### config.mk
export PLATFORM = sky130hd
export DESIGN_NAME = debug_scanner
export DESIGN_NICKNAME = d
export VERILOG_FILES = /design/src/rtl/debug_pkg.sv /design/src/rtl/debug_chsel.sv /design/src/rtl/debug_scanner.sv
export SDC_FILE = /design/constraint.sdc
export NUM_CORES = 1
export LEC_CHECK = 0
export CORE_AREA = 3 3 106 108
export DETAILED_ROUTE_END_ITERATION = 16
export DIE_AREA = 0 0 109 111
export DONT_BUFFER_PORTS = 1
export GPL_TIMING_DRIVEN = 0
export SETUP_SLACK_MARGIN = 0.5
export SYNTH_ARGS = -nofsm -noshare
export SYNTH_HDL_FRONTEND = slang
export SYNTH_HIERARCHICAL = 1
export SYNTH_SLANG_ARGS = --single-unit
### constraint.sdc
create_clock -name debug_clk -period 6.5 [get_ports debug_clk]
set_clock_uncertainty 0.1 [all_clocks]
set_input_delay 0.65 -clock debug_clk [delete_from_list [all_inputs] [get_ports debug_clk]]
set_output_delay 0.65 -clock debug_clk [all_outputs]
set_load 0.01 [all_outputs]
### src/rtl/debug_pkg.sv
// Shared state encoding, command mode codes and command-length helper for debug_scanner.
package debug_pkg;

    typedef enum logic [2:0] {
        ST_IDLE  = 3'd0,
        ST_CMD   = 3'd1,
        ST_LIVE  = 3'd2,
        ST_SHIFT = 3'd3,
        ST_GAP   = 3'd4
    } state_e;

    typedef enum logic [1:0] {
        MODE_LIVE     = 2'b00,
        MODE_SNAPSHOT = 2'b01,
        MODE_SCAN     = 2'b10,
        MODE_RSVD     = 2'b11
    } mode_e;

    localparam int unsigned MODE_W = 32'd2;

    // A command is the mode field followed by the channel address, MSB first.
    function automatic int unsigned cmd_len(input int unsigned addr_w);
        return MODE_W + addr_w;
    endfunction

    // Even-parity bit for a channel word zero-extended to 32 bits.
    function automatic logic even_parity(input logic [31:0] word);
        return ^word;
    endfunction

endpackage

### src/rtl/debug_chsel.sv
// Channel selector: slices the addressed channel out of the probe bus;
// addresses with no matching channel yield an all-zero word.
module debug_chsel
    import debug_pkg::*;
#(
    parameter int NUM_CH = 16,
    parameter int CH_W   = 16,
    parameter int ADDR_W = 4
) (
    input  logic [NUM_CH*CH_W-1:0] probe_i,
    input  logic [ADDR_W-1:0]      addr_i,
    output logic [CH_W-1:0]        word_o
);

    // AND-OR mux: out-of-range addresses match no channel and fall through to zero.
    always_comb begin
        word_o = '0;
        for (int n = 0; n < NUM_CH; n++) begin
            word_o = word_o | ({CH_W{addr_i == ADDR_W'(n)}} & probe_i[n*CH_W +: CH_W]);
        end
    end

endmodule

### src/rtl/debug_scanner.sv
// Serial debug scanner: command decoder, live/snapshot/scan FSM and output shifter.
// Optional DEBUG_PARITY_EN appends an even-parity bit to every snapshot/scan frame.
module debug_scanner
    import debug_pkg::*;
#(
    parameter int NUM_CH = 16,
    parameter int CH_W   = 16,
    parameter int ADDR_W = 4
) (
    input  logic                   debug_clk,
    input  logic                   reset,
    input  logic [NUM_CH*CH_W-1:0] probe,
    input  logic                   debug_in,
    output logic                   debug_out,
    output logic                   debug_sync
);

    localparam int CMD_LEN = int'(cmd_len(ADDR_W));
`ifdef DEBUG_PARITY_EN
    localparam int FRAME_LEN = CH_W + 1;
`else
    localparam int FRAME_LEN = CH_W;
`endif
    localparam int CNT_MAX = (CMD_LEN > FRAME_LEN) ? CMD_LEN : FRAME_LEN;
    localparam int CNT_W   = $clog2(CNT_MAX + 1);

    state_e              state_q, state_d;
    mode_e               mode_q, mode_d;
    logic [ADDR_W-1:0]   addr_q, addr_d;
    logic [CNT_W-1:0]    cnt_q, cnt_d;
    logic [CH_W-1:0]     shreg_q, shreg_d;
    logic                out_q, out_d;
    logic                sync_q, sync_d;
`ifdef DEBUG_PARITY_EN
    logic                par_q, par_d;
`endif

    logic [CMD_LEN-1:0]  cmd_shift_s;
    logic [ADDR_W-1:0]   next_addr_s;
    logic [ADDR_W-1:0]   sel_addr_s;
    logic [CH_W-1:0]     ch_word_s;
    logic                capture_s;

    // Mode and address form one shift register while a command is clocked in.
    assign cmd_shift_s = {mode_q[0], addr_q, debug_in};
    assign next_addr_s = (addr_q >= ADDR_W'(NUM_CH - 1)) ? '0 : addr_q + ADDR_W'(1);

    // Address seen by the selector on this edge: freshly shifted command or next scan channel.
    always_comb begin
        sel_addr_s = addr_q;
        case (state_q)
            ST_CMD:  sel_addr_s = cmd_shift_s[ADDR_W-1:0];
            ST_GAP:  sel_addr_s = next_addr_s;
            default: sel_addr_s = addr_q;
        endcase
    end

    debug_chsel #(
        .NUM_CH (NUM_CH),
        .CH_W   (CH_W),
        .ADDR_W (ADDR_W)
    ) u_chsel (
        .probe_i (probe),
        .addr_i  (sel_addr_s),
        .word_o  (ch_word_s)
    );

    // Next-state and output decode.
    always_comb begin
        state_d   = state_q;
        mode_d    = mode_q;
        addr_d    = addr_q;
        cnt_d     = cnt_q;
        shreg_d   = shreg_q;
        out_d     = 1'b0;
        sync_d    = 1'b0;
        capture_s = 1'b0;
`ifdef DEBUG_PARITY_EN
        par_d     = par_q;
`endif
        case (state_q)
            ST_IDLE: begin
                if (debug_in) begin
                    state_d = ST_CMD;
                    cnt_d   = '0;
                end else begin
                    state_d = ST_IDLE;
                end
            end
            ST_CMD: begin
                mode_d = mode_e'(cmd_shift_s[CMD_LEN-1 -: MODE_W]);
                addr_d = cmd_shift_s[ADDR_W-1:0];
                if (cnt_q == CNT_W'(CMD_LEN - 1)) begin
                    case (mode_d)
                        MODE_LIVE: begin
                            state_d = ST_LIVE;
                            out_d   = ch_word_s[0];
                        end
                        MODE_SNAPSHOT, MODE_SCAN: capture_s = 1'b1;
                        default:                  state_d   = ST_IDLE;
                    endcase
                end else begin
                    cnt_d = cnt_q + CNT_W'(1);
                end
            end
            ST_LIVE: begin
                out_d = ch_word_s[0];
                if (debug_in) begin
                    state_d = ST_CMD;
                    cnt_d   = '0;
                end else begin
                    state_d = ST_LIVE;
                end
            end
            ST_SHIFT: begin
                if (cnt_q < CNT_W'(CH_W)) begin
                    out_d   = shreg_q[CH_W-1];
                    shreg_d = shreg_q << 1'b1;
                    cnt_d   = cnt_q + CNT_W'(1);
`ifdef DEBUG_PARITY_EN
                end else if (cnt_q == CNT_W'(CH_W)) begin
                    out_d = par_q;
                    cnt_d = cnt_q + CNT_W'(1);
`endif
                end else begin
                    state_d = (mode_q == MODE_SCAN) ? ST_GAP : ST_IDLE;
                end
            end
            ST_GAP: begin
                if (debug_in) begin
                    state_d = ST_CMD;
                    cnt_d   = '0;
                end else begin
                    addr_d    = next_addr_s;
                    capture_s = 1'b1;
                end
            end
            default: state_d = ST_IDLE;
        endcase

        // Capture drives the channel MSB on this same edge; the rest trails in SHIFT.
        if (capture_s) begin
            state_d = ST_SHIFT;
            cnt_d   = CNT_W'(1);
            shreg_d = ch_word_s << 1'b1;
            out_d   = ch_word_s[CH_W-1];
            sync_d  = 1'b1;
`ifdef DEBUG_PARITY_EN
            par_d   = even_parity(32'(ch_word_s));
`endif
        end else begin
            sync_d = 1'b0;
        end
    end

    // State and datapath registers; reset clears everything immediately.
    always_ff @(posedge debug_clk or posedge reset) begin
        if (reset) begin
            state_q <= ST_IDLE;
            mode_q  <= MODE_LIVE;
            addr_q  <= '0;
            cnt_q   <= '0;
            shreg_q <= '0;
            out_q   <= 1'b0;
            sync_q  <= 1'b0;
`ifdef DEBUG_PARITY_EN
            par_q   <= 1'b0;
`endif
        end else begin
            state_q <= state_d;
            mode_q  <= mode_d;
            addr_q  <= addr_d;
            cnt_q   <= cnt_d;
            shreg_q <= shreg_d;
            out_q   <= out_d;
            sync_q  <= sync_d;
`ifdef DEBUG_PARITY_EN
            par_q   <= par_d;
`endif
        end
    end

    assign debug_out  = out_q;
    assign debug_sync = sync_q;

endmodule

* Word-level counts from Yosys, hierarchy flattened
Cells that the tools add are included.
** Operators by class
- Shift operators :: 0
- Divide/modulo/power cells :: 0
- Multiplexer cells :: 31
- Magnitude comparators :: 2
- Reductions and logical operators :: 13
- Add/sub/neg operators :: 2
- $mul :: 0
- Bitwise operators :: 31
- Eq/ne operators :: 31
** Operators by type and width (number)
- $and 16x16->16 :: 16
- $or 16x16->16 :: 15
- $mux 16 :: 3
- $eq 4x4->1 const B :: 8
- $mux 5 :: 4
- $ne 3x3->1 const B :: 6
- $eq 4x3->1 const B :: 4
- $pmux 4 s2 :: 2
- $mux 3 :: 5
- $pmux 3 s5 :: 1
- $pmux 5 s3 :: 1
- $mux 1 :: 9
- $eq 4x2->1 const B :: 2
- $mux 4 :: 2
- $reduce_and 4->1 :: 2
- $eq 3x2->1 const B :: 2
- $pmux 3 s2 :: 1
- $reduce_bool 2->1 :: 3
- $add 5x1->5 const B :: 1
- $eq 5x3->1 const B :: 1
- $lt 5x5->1 const B :: 1
- $add 4x1->4 const B :: 1
- $eq 2x2->1 const B :: 2
- $eq 4x1->1 const B :: 1
- other kinds (16) :: 17
** Storage, ports and cells
- Logic and storage cells :: 117
- Memories :: 0
- Flip-flop bits (word level) :: 32
- Output and inout bits :: 2
- Memory bits (read-only) :: 0
- Bits in writable memories :: 0
- Bits in latches :: 0
- Input port bits :: 259

* Longest topological paths before layout
Gate-level depths: netlist (run 1).
- Depth in word-level cells :: 24
- Mapped depth :: 15
- Mapped depth without buffers :: 11

* Cells and area by module
The synthesis (run 1) kept the hierarchy.
** By module, submodules not included
- debug_chsel :: cells an instance 318, seq. area each 0.0 um2, times used 1, area each 2288.4 um2
- debug_scanner :: cells an instance 197, seq. area each 775.7 um2, times used 1, area each 1841.8 um2

* Least setup slack after synthesis (run 1)
OpenSTA, ideal clock, no wires.
- Path type :: register to register
- Start :: register state_q[1]
- End :: register out_q, in the netlist debug_out
- Required time :: 6.305 ns
- Cell stages (with the launch flop) :: 14
- Data arrival time :: 2.796 ns
- Path buffers :: 5
- Period minus slack after synthesis :: 2.991 ns
- Library setup time :: 0.095 ns
- Setup slack :: 3.509 ns
- Cells stage by stage :: dfrtp_1 > buf_2 > buf_2 > or2_2 > o22ai_1 > a222oi_1 > buf_2 > buf_2 > buf_2 > a31oi_1 > a21oi_1 > a211o_1 > a22oi_1 > o31ai_1
** On the way
- Longest elaborated chain between the ends :: 23
- Elaborated cells between the ends (all ways) :: 57
- Classes of those cells :: 19 x eq/ne; 6 x mux; 31 x bitwise; 1 x reduce/logical
** RTL lines
- start, declared :: line debug_scanner.sv:27 : state_e state_q, state_d;
- start signal, assigned :: line debug_scanner.sv:170 : state_q <= state_d;
- $eq 3x3->1 / $eq 3x1->1 (equally long branches) :: line debug_scanner.sv:51 : case (state_q)
- $pmux 4 s2 * :: line debug_scanner.sv:51
- named net sel_addr_s[3] :: line debug_scanner.sv:40 : logic [ADDR_W-1:0] sel_addr_s;
- $eq 4x1->1 / $logic_not 4->1 (equally long branches) :: line debug_chsel.sv:19 : word_o = word_o | ({CH_W{addr_i == ADDR_W'(n)}} & probe_i[n*CH_W +: CH_W]);
- $and 16x16->16 :: line debug_chsel.sv:19
- $or 16x16->16 (14 in a row) :: line debug_chsel.sv:19
- $or 16x16->16 * :: line debug_chsel.sv:19
- named net ch_word_s[0] :: line debug_scanner.sv:41 : logic [CH_W-1:0] ch_word_s;
- $mux 1 :: line debug_scanner.sv:94 : case (mode_d)
- $mux 1 :: line debug_scanner.sv:93 : if (cnt_q == CNT_W'(CMD_LEN - 1)) begin
- $pmux 1 s3 * :: line debug_scanner.sv:81 : case (state_q)
- $mux 1 * :: line debug_scanner.sv:142 : if (capture_s) begin
- named net out_d :: line debug_scanner.sv:32 : logic out_q, out_d;
- end signal, assigned :: line debug_scanner.sv:175 : out_q <= out_d;
- end, declared :: line debug_scanner.sv:32
The timed path passes the listed nets; every way through them passes the cells marked *.
A chain may end at the register's enable or synchronous reset.

* Worst setup path in the final report (run 1)
Same ends and word-level chain as after synthesis.

==> flow_summary.json, run 1 <==
{
  "synthTopCellsByCount": "a22oi_1, nand2_1, dfrtp_1",
  "fin_nets": 786,
  "fill_cells": 1076,
  "yosys-top-cells-area": "dfrtp_1, a22oi_1, nand2_1",
  "dr_total_vias": 4518,
  "cts_tree": "done",
  "cts.sinks": 31,
  "path_cells": "buf_2 -> buf_2 -> or2_2 -> o22ai_1 -> a222oi_1 -> buf_2 -> buf_2 -> buf_2 -> a31oi_1 -> a21oi_1 -> a211o_1 -> a22oi_1 -> o31ai_1",
  "first_iter_violations": 547,
  "clkSlewWorstSetupHoldPaths_ps": 70,
  "timing.fmax_mhz": 254,
  "wl_met1_um": 7330,
  "synth-edff-count": 0,
  "synth_most_common_cell": "a22oi_1",
  "final_hold_viol_count": 0,
  "die-area_um2": 12100,
  "maxSlewHeadroom_pct": 35.1,
  "drt-wirelength-per-cell_um": 27.7,
  "path_common_cell": "buf_2",
  "synthXorXnorAreaFrac_pct": 0,
  "clock_latency_ps": 290,
  "drive_gt1_share_pct": 17.0,
  "fp.dieH_um": 111,
  "worstPathArrival_ps": 4010,
  "dpl_worst_slack_ps": 2590,
  "grt_pass1_vias": 4232,
  "synth_top_family_by_area": "compound AO/OA/AOI/OAI gates",
  "crit_required_ps": 6580,
  "grt_util_all_layers_pct": 28.2,
  "boundaryPins": 261,
  "synth_fp_nets": 778,
  "ctsHoldBuffers": 0,
  "fin_setup_tns_ps": 0,
  "detailroute.wirelength.met3_um": 1780,
  "wl_um": 18400,
  "coreArea_um2": 10300,
  "start_util_pct": 40.0,
  "io_buffer_count": 0,
  "yosysSeqAreaShare_pct": 18.8,
  "finalSetupViolations": 0,
  "setup_slack_ps": 2570,
  "critical-path-slowest-cell": "a222oi_1",
  "synthSimpleGateAreaFrac_pct": 21.9,
  "dpl.hpwl_um": 15400,
  "cp_slowest_stage_delay_ps": 880,
  "synth_compound_area_share_pct": 42.1,
  "status": "finished clean",
  "cts_buffers": 5,
  "synth_mux_area_share_pct": 6.03,
  "critPathLaunchType": "register",
  "rsz0062_at_grt": "no",
  "synth_adder_area_share_pct": 1.21,
  "post_cts_buffers": 0,
  "crit_family": "compound AO/OA/AOI/OAI gates",
  "synth_warnings": 6,
  "synth_area_um2": 4130,
  "ys_types": 67,
  "peakVddDrop_mv": 0.296,
  "synth_cells": 515,
  "critPathCaptureType": "register",
  "wl_met2_um": 8770,
  "syn_to_final_growth_pct": 7.88,
  "synth_async_sr_flop_share_pct": 100,
  "drv_cap": 0,
  "drc": 0,
  "tightest_slew_ps": 974,
  "cts_root_buffer": "clkbuf_8",
  "fin_crit_sh_pct": 60.5,
  "ys_ff_latch": 31,
  "ctsHtreeMaxLevel": 2,
  "antenna_found_initial": 8,
  "syn_area_per_cell_um2": 8.02,
  "crit_buf_inv": 5,
  "top_layer_used": "met5",
  "ys.flop_type": "dfrtp_1",
  "synth_top_area_share_pct": 18.8,
  "grt_pass1_wl_um": 25600,
  "routabilityCongestion": 0.897,
  "hold_path_class": "in -> async",
  "cts_resized": 0,
  "rows": 37,
  "drtPass1Iterations": 7,
  "die_width_um": 109,
  "maxSlewViolCount": 0,
  "criticalPathCategory": "reg -> reg",
  "power.density_nw_per_um2": 651,
  "synth_area_leader_cell": "dfrtp_1",
  "cts_max_path_buffers": 2,
  "grt_max_degree": 32,
  "ant_nets": 0,
  "overflow": 0,
  "period_needed_ps": 3930,
  "p_leak_nw": 1.70,
  "drt-vias-per-instance": 6.80,
  "crit_fanout": 10
}
## final timing paths
path                            start    endpoint  slack (ps)  cells after the start
hold reg to reg             mode_q[0]  state_q[2]         350                      1
setup reg to reg           state_q[1]   debug_out        2570                     13
min in group debug_clk      mode_q[0]  state_q[2]         350                      1
hold / removal                  reset    cnt_q[4]         130                      1
max in group asynchronous       reset  shreg_q[9]        5740                      2
setup / recovery           state_q[1]   debug_out        2570                     13
## cells by family (layout without fill, tap and decap cells)
kind of cell	count (synthesis)	after routing
AOI/OAI and AO/OA	225	225
adders and majority gates	4	4
buffers and inverters	74	83
DFF	31	31
muxes	21	21
other	0	4
and+or+nand+nor	160	160
## per-layer routing
layer	GRT usage, %	vias to the layer above
met5	0	-
met1	35.9	2137
met2	45.2	251
met3	7.80	44
met4	9.85	8
li1	-	2078
## cells in the final DEF (no fill, tap or decap), types with 6 or more instances in the layout
cell type,n
a211o_1,16
a21oi_1,25
a221oi_1,21
a221oi_2,12
a22oi_1,63
a31oi_1,18
a32oi_1,16
buf_2,28
buf_4,6
buf_6,10
clkbuf_1,20
clkbuf_8,6
dfrtp_1,31
inv_1,8
mux2_1,8
mux2_2,9
nand2_1,55
nand3_1,18
nor2_1,22
nor2b_1,21
nor4bb_1,16
o21ai_0,10
o22ai_1,23
## registers in the layout (all words and copies together) (netlist names)
| register | flops |
|---|---|
| shreg_q | 15 |
| cnt_q | 5 |
| addr_q | 4 |
| mode_q | 2 |
| debug_sync | 1 |
| state_q | 3 |
| debug_out | 1 |
## power breakdown
part	switching (mW)	internal, mW	total (mW)
Clock	0.0790	0.124	0.203
Combinational	1.46	0.915	2.37
Sequential	0.0563	0.272	0.329
## layout make-up
class / count / area [um^2] / share of cell area (%)
antenna: 4 / 10.0 / 0.225
buffer: 65 / 377 / 8.45
clock buffer: 6 / 82.6 / 1.85
clock inverter: 2 / 35.0 / 0.786
inverter: 9 / 33.8 / 0.758
multi-input combinational: 410 / 2940 / 66.1
sequential: 31 / 776 / 17.4
tap: 136 / 170 / 3.82
timing repair buffer: 1 / 27.5 / 0.618
## per-stage QoR
step                      hold slack, ps  utilization (%)  power (mW)  instances  instance area, um^2
after floorplan                      307                -        2.03        515                 4130
after global placement               331             41.7        2.60        651                 4300
after detailed placement             344             41.7        2.64        651                 4300
after CTS                            358             42.8        2.85        659                 4420
after global routing                 156             43.2        3.10        664                 4460
final                                131             43.2        2.90        664                 4460
## worst reg2reg max path, delay by kind of cell (launching register included)
kind,cells,cell delay (ps)
flip-flops,1,320
AND/OR/NAND/NOR,1,170
buffers and inverters,5,1370
AO/OA/AOI/OAI,7,1850
Power figures use the tool's default switching activity.
==> inputs of run 2 (changes only) <==
- ABC_AREA: unset -> 1
- CORE_AREA: 3 3 106 108 -> 3 3 110 112
- DIE_AREA: 0 0 109 111 -> 0 0 113 115
- clock period: 6.5 -> 4 ns (I/O delays scaled with it)
==> flow_summary.json, run 2 <==
{
  "ys_ff_latch": 31,
  "crit_required_ps": 4110,
  "fp.dieH_um": 115,
  "crit_buf_inv": 6,
  "cts_tree": "done",
  "fin_setup_tns_ps": 0,
  "period_needed_ps": 3140,
  "peakVddDrop_mv": 0.520,
  "synth_most_common_cell": "nand2_1",
  "path_depth": 20,
  "path_cells": "inv_2 -> nand3_2 -> buf_2 -> nand2_2 -> o221ai_4 -> inv_1 -> nor2_4 -> buf_2 -> nand3_1 -> nand2_1 -> nor2_1 -> nand2_1 -> inv_1 -> nand2_1 -> inv_1 -> nor2_1 -> a21oi_1 -> nand2_1 -> nand2_1 -> nand2_1",
  "status": "finished clean",
  "synthSimpleGateAreaFrac_pct": 64.3,
  "dp_cells": 975,
  "p_int_mw": 1.80,
  "drt-wirelength-per-cell_um": 18.9,
  "cts_buffers": 5,
  "drt-vias-per-instance": 5.64,
  "synth_cells": 832,
  "cts.sinks": 31,
  "maxSlewHeadroom_pct": 69.5,
  "first_iter_violations": 565,
  "clock_latency_ps": 280,
  "drc": 0,
  "synth_fp_nets": 1095,
  "grt_util_all_layers_pct": 27.3,
  "fin_cells": 988,
  "maxSlewViolCount": 0,
  "final_common_cell": "nand2_1",
  "finalSetupViolations": 0,
  "whs_ps": 314,
  "synth_area_um2": 4480,
  "yosysSeqAreaShare_pct": 17.3,
  "tightest_slew_ps": 457,
  "worstHoldPathCells": 2,
  "n_antenna_cell": 0,
  "synth_area_leader_cell": "nand3_1",
  "final_hold_viol_count": 0,
  "drive_gt1_share_pct": 11.0,
  "final_cell_mix": "nand2_1, nand3_1, nor2_1",
  "start_util_pct": 39.5,
  "dr_total_vias": 5572,
  "synth_mux_area_share_pct": 0,
  "cp_slowest_stage_delay_ps": 450,
  "fin_crit_sh_pct": 78.4,
  "path_common_cell": "nand2_1",
  "die_width_um": 113,
  "dpl.hpwl_um": 15100,
  "criticalPathCategory": "reg -> reg",
  "yosys-top-cells-area": "nand3_1, nand2_1, dfrtp_1",
  "synth_top_family_by_area": "simple AND/OR/NAND/NOR gates",
  "rows": 39,
  "cts_root_buffer": "clkbuf_16",
  "worstPathArrival_ps": 3240,
  "synth_adder_area_share_pct": 1.12,
  "ant_nets": 0,
  "largest_register": "shreg_q",
  "grt_pass1_vias": 5052,
  "p_leak_nw": 2.80,
  "drtPass1Iterations": 5,
  "rsz0062_at_grt": "no",
  "ys.flop_type": "dfrtp_1",
  "synth_compound_area_share_pct": 3.88,
  "largest_reg_flops": 15,
  "timing.fmax_mhz": 319,
  "synth_warnings": 6,
  "synthXorXnorAreaFrac_pct": 0.391,
  "synth-edff-count": 0,
  "switching_share_pct": 60.2,
  "ctsHtreeMaxLevel": 2,
  "io_buffer_count": 0,
  "clockPowerShare_pct": 9.0,
  "netSwitchingPower_mw": 2.73,
  "die-area_um2": 13000,
  "critPathLaunchType": "register",
  "wl_um": 18700,
  "boundaryPins": 261,
  "antenna_found_initial": 0,
  "ys_types": 29,
  "clkSlewWorstSetupHoldPaths_ps": 50,
  "syn_area_per_cell_um2": 5.38,
  "grt_pass1_wl_um": 27600,
  "coreArea_um2": 11300,
  "crit_family": "simple AND/OR/NAND/NOR gates",
  "hold_path_class": "in -> reg",
  "synthTopCellsByCount": "nand2_1, nand3_1, nor2_1",
  "crit_fanout": 10,
  "p_comb_share_pct": 79.4,
  "routabilityCongestion": 0.962,
  "drv_cap": 0,
  "syn_to_final_growth_pct": 10.7,
  "grt_max_degree": 32,
  "synth_async_sr_flop_share_pct": 100,
  "cts_max_path_buffers": 2,
  "fin_nets": 1107,
  "seqPwrFrac_pct": 11.7,
  "critical-path-slowest-cell": "dfrtp_1",
  "power.density_nw_per_um2": 915,
  "reg2reg_depth": 20,
  "critPathCaptureType": "register",
  "overflow": 0,
  "synth_top_area_share_pct": 28.1,
  "top_regs": "shreg_q: 15 flops, cnt_q: 5 flops, addr_q: 4 flops"
}
## run 2: cell types whose count changed in the layout (fill, tap and decap cells not counted), sizes merged, moves of 17 or more
cell / change
clkbuf: -17
nor2b: -21
nand2: +230
a21oi: -23
o22ai: -22
a22oi: -63
mux2: -18
nand3: +238
a221oi: -33
a31oi: -17
inv: +60
nor2: +69
## run 2: final cells by class
| class | instances | area [um^2] |
|---|---|---|
| inverter | 70 | 263 |
| multi-input combinational | 679 | 3190 |
| buffer | 52 | 323 |
| clock buffer | 7 | 153 |
| tap | 143 | 179 |
| clock inverter | 1 | 7.51 |
| timing repair buffer | 5 | 65.1 |
| sequential | 31 | 776 |
| fill | 1268 | 6360 |
## run 2: final timing paths
check	to	slack, ps	start
max reg2reg	debug_out	860	state_q[2]
min	state_q[1]	310	debug_in
min in group asynchronous	debug_sync	390	reset
min reg2reg	shreg_q[7]	380	shreg_q[7]
max in group asynchronous	state_q[2]	3000	reset
max	debug_out	860	state_q[2]
## run 2: per-stage QoR
step                setup WS, ps  power, mW  utilization, %  cell area, um^2
floorplan                   1370       2.97               -             4480
global placement             800       3.90            41.1             4660
detailed placement           759       3.90            41.1             4660
CTS                          708       4.32            42.5             4820
global route                 543       4.96            43.8             4960
finish                       865       4.53            43.8             4960
## run 2: metal layers
layer	global-route usage, %	up-vias	routed length (um)
li1	-	2726	-
met1	35.3	2535	7530
met2	47.1	286	9190
met3	4.89	25	1610
met4	7.13	0	391
met5	0	-	0
## run 2: worst reg2reg max path, delay by kind of cell, from the launching register on
family	cells	cell delay, ps
flops	1	450
buf+inv	6	970
simple gates	12	1250
compound gates	2	320
## run 2: power groups by stage
stage	Sequential (mW)	Combinational (mW)	Clock [mW]
floorplan	0.510	2.46	0
global placement	0.528	3.37	0
detailed placement	0.530	3.37	0
CTS	0.527	3.38	0.413
global route	0.543	3.99	0.427
finish	0.529	3.60	0.406
## run 2: kinds of logic after synthesis
group / Yosys count
simple gates: 644
fa+ha+maj: 4
compound gates: 29
buf+inv: 122
xor+xnor: 2
flops: 31
## run 2: repair_timing
action                                  CTS  global route
hold buffers                              0             1
resized for setup                         0            12
hold endpoints to repair                  0             7
endpoints found under the setup margin    0             1
setup buffers                             0             3
==> inputs of run 3 (changes only) <==
- clock period: 4 -> 2.7 ns (I/O delays scaled with it)
==> flow_summary.json, run 3 (same netlist as run 2, synthesis figures left out) <==
{
  "status": "finished clean",
  "boundaryPins": 261,
  "period_needed_ps": 2670,
  "coreArea_um2": 11300,
  "reg2reg_setup_slack_ps": 30,
  "rsz0062_at_grt": "yes",
  "grt_max_degree": 32,
  "crit_fanout": 7,
  "final_hold_viol_count": 0,
  "ant_nets": 0,
  "wl_um": 20100,
  "p_comb_share_pct": 83.3,
  "hold_path_class": "in -> async",
  "drv_cap": 0,
  "ctsHtreeMaxLevel": 2,
  "peakVddDrop_mv": 0.951,
  "clock_latency_ps": 280,
  "timing.fmax_mhz": 375,
  "overflow": 0,
  "crit_required_ps": 2810,
  "antenna_found_initial": 0,
  "setup_slack_ps": 34.1,
  "reg2reg_depth": 21,
  "critPathCaptureType": "register",
  "reg2reg_from": "addr_q[1]",
  "clkSlewWorstSetupHoldPaths_ps": 50,
  "start_util_pct": 39.5,
  "whs_ps": 107,
  "top_regs": "shreg_q: 15 flops, cnt_q: 5 flops, addr_q: 4 flops",
  "critPathLaunchType": "register",
  "fill_cells": 1178,
  "criticalPathCategory": "reg -> reg",
  "fin_cells": 1039,
  "grt_pass1_wl_um": 28900,
  "rows": 39,
  "power.density_nw_per_um2": 1470,
  "worstPathArrival_ps": 2780,
  "reg2reg_to": "debug_out",
  "cts_root_buffer": "clkbuf_16",
  "n_antenna_cell": 0,
  "routabilityCongestion": 0.905,
  "p_int_mw": 4.08,
  "fin_nets": 1158,
  "crit_start": "addr_q[1]",
  "io_buffer_count": 0,
  "drtPass1Iterations": 5,
  "die_width_um": 113,
  "cts_tree": "done",
  "drive_gt1_share_pct": 24.4,
  "fin_setup_tns_ps": 0,
  "switching_share_pct": 53.3,
  "largest_reg_flops": 15,
  "drc": 0,
  "cts_max_path_buffers": 2,
  "dpl_worst_slack_ps": -185,
  "dp_cells": 975,
  "syn_to_final_growth_pct": 32.9,
  "dr_total_vias": 5933,
  "die-area_um2": 13000,
  "seqPwrFrac_pct": 9.1,
  "endpoint": "debug_out",
  "tightest_slew_ps": 1200,
  "p_total_mw": 8.73,
  "maxSlewHeadroom_pct": 19.6,
  "maxSlewViolCount": 0,
  "finalSetupViolations": 0,
  "fp.dieH_um": 115,
  "p_leak_nw": 3.18,
  "grt_util_all_layers_pct": 28.1,
  "drt-wirelength-per-cell_um": 19.3,
  "first_iter_violations": 595,
  "final_common_cell": "nand2_1",
  "ctsHoldBuffers": 0,
  "placed_cell_area_um2": 4850,
  "cts.sinks": 31,
  "largest_register": "shreg_q",
  "fin_crit_sh_pct": 98.7,
  "grt_pass1_vias": 5628,
  "netSwitchingPower_mw": 4.65,
  "clockPowerShare_pct": 7.7,
  "dpl.hpwl_um": 15300,
  "final_cell_mix": "nand2_1, nand3_1, nor2_1",
  "drt-vias-per-instance": 5.71,
  "cts_buffers": 5,
  "stdcell_area_um2": 5950,
  "fin_util_pct": 52.5
}
run 3: per-layer routing:
metal  vias up  global-route usage (%)  part of all wire, %
li1       2833                       -                    -
met1      2698                    34.5                   38
met2       340                    49.1                   50
met3        62                    6.05                  8.7
met4         0                    9.38                  3.6
met5         -                       0                    0
run 3: final cells by class:
class	count	area (um^2)	area share, %
Clock buffer	6	139	2.33
Buffer	52	497	8.35
Tap cell	143	179	3.01
Timing Repair Buffer	55	569	9.57
Inverter	70	263	4.42
Sequential cell	31	777	13.1
Clock inverter	2	35.0	0.589
Multi-Input combinational cell	680	3490	58.7
run 3: repair_timing:
action / in CTS / in global routing
pin swaps: 26 / 62
endpoints found under the setup margin: 16 / 16
buffers inserted: 37 / 13
cloned: 0 / 6
gates resized for setup: 63 / 66
run 3: power by group through the flow:
stage               clock network [mW]  logic [mW]  registers [mW]
detailed placement                   0        5.29           0.789
global placement                     0        5.20           0.783
floorplan                            0        3.99           0.757
global route                     0.692        7.86           0.815
CTS                              0.672        6.37           0.784
finish                           0.669        7.27           0.791
run 3: worst min-delay path by stage:
stage / from / endpoint / slack, ps / cells after the start
2_1_floorplan: reset / addr_q[0] / 270 / 1
3_3_place_gp: shreg_q[7] / shreg_q[7] / 360 / 2
3_5_place_dp: shreg_q[7] / shreg_q[7] / 360 / 2
4_1_cts: reset / shreg_q[7] / 150 / 1
5_1_grt: debug_in / state_q[1] / 190 / 2
6_report: reset / debug_out / 110 / 1
run 3: critical path, cell delays in order (launching register included):
cell	delay [ps]
dfrtp_1	410
ha_2	210
nand2_2	100
nor2_4	50
nor2_4	160
nand3_4	110
o221ai_4	140
inv_2	110
nor2_4	280
buf_12	180
nand3_2	70
nand2_2	90
nor2_1	40
nand2_1	60
inv_2	40
nand2_2	60
nand2_1	50
nor2_1	90
nand2_1	50
nand2_1	60
nand2_1	50
nand2_1	70
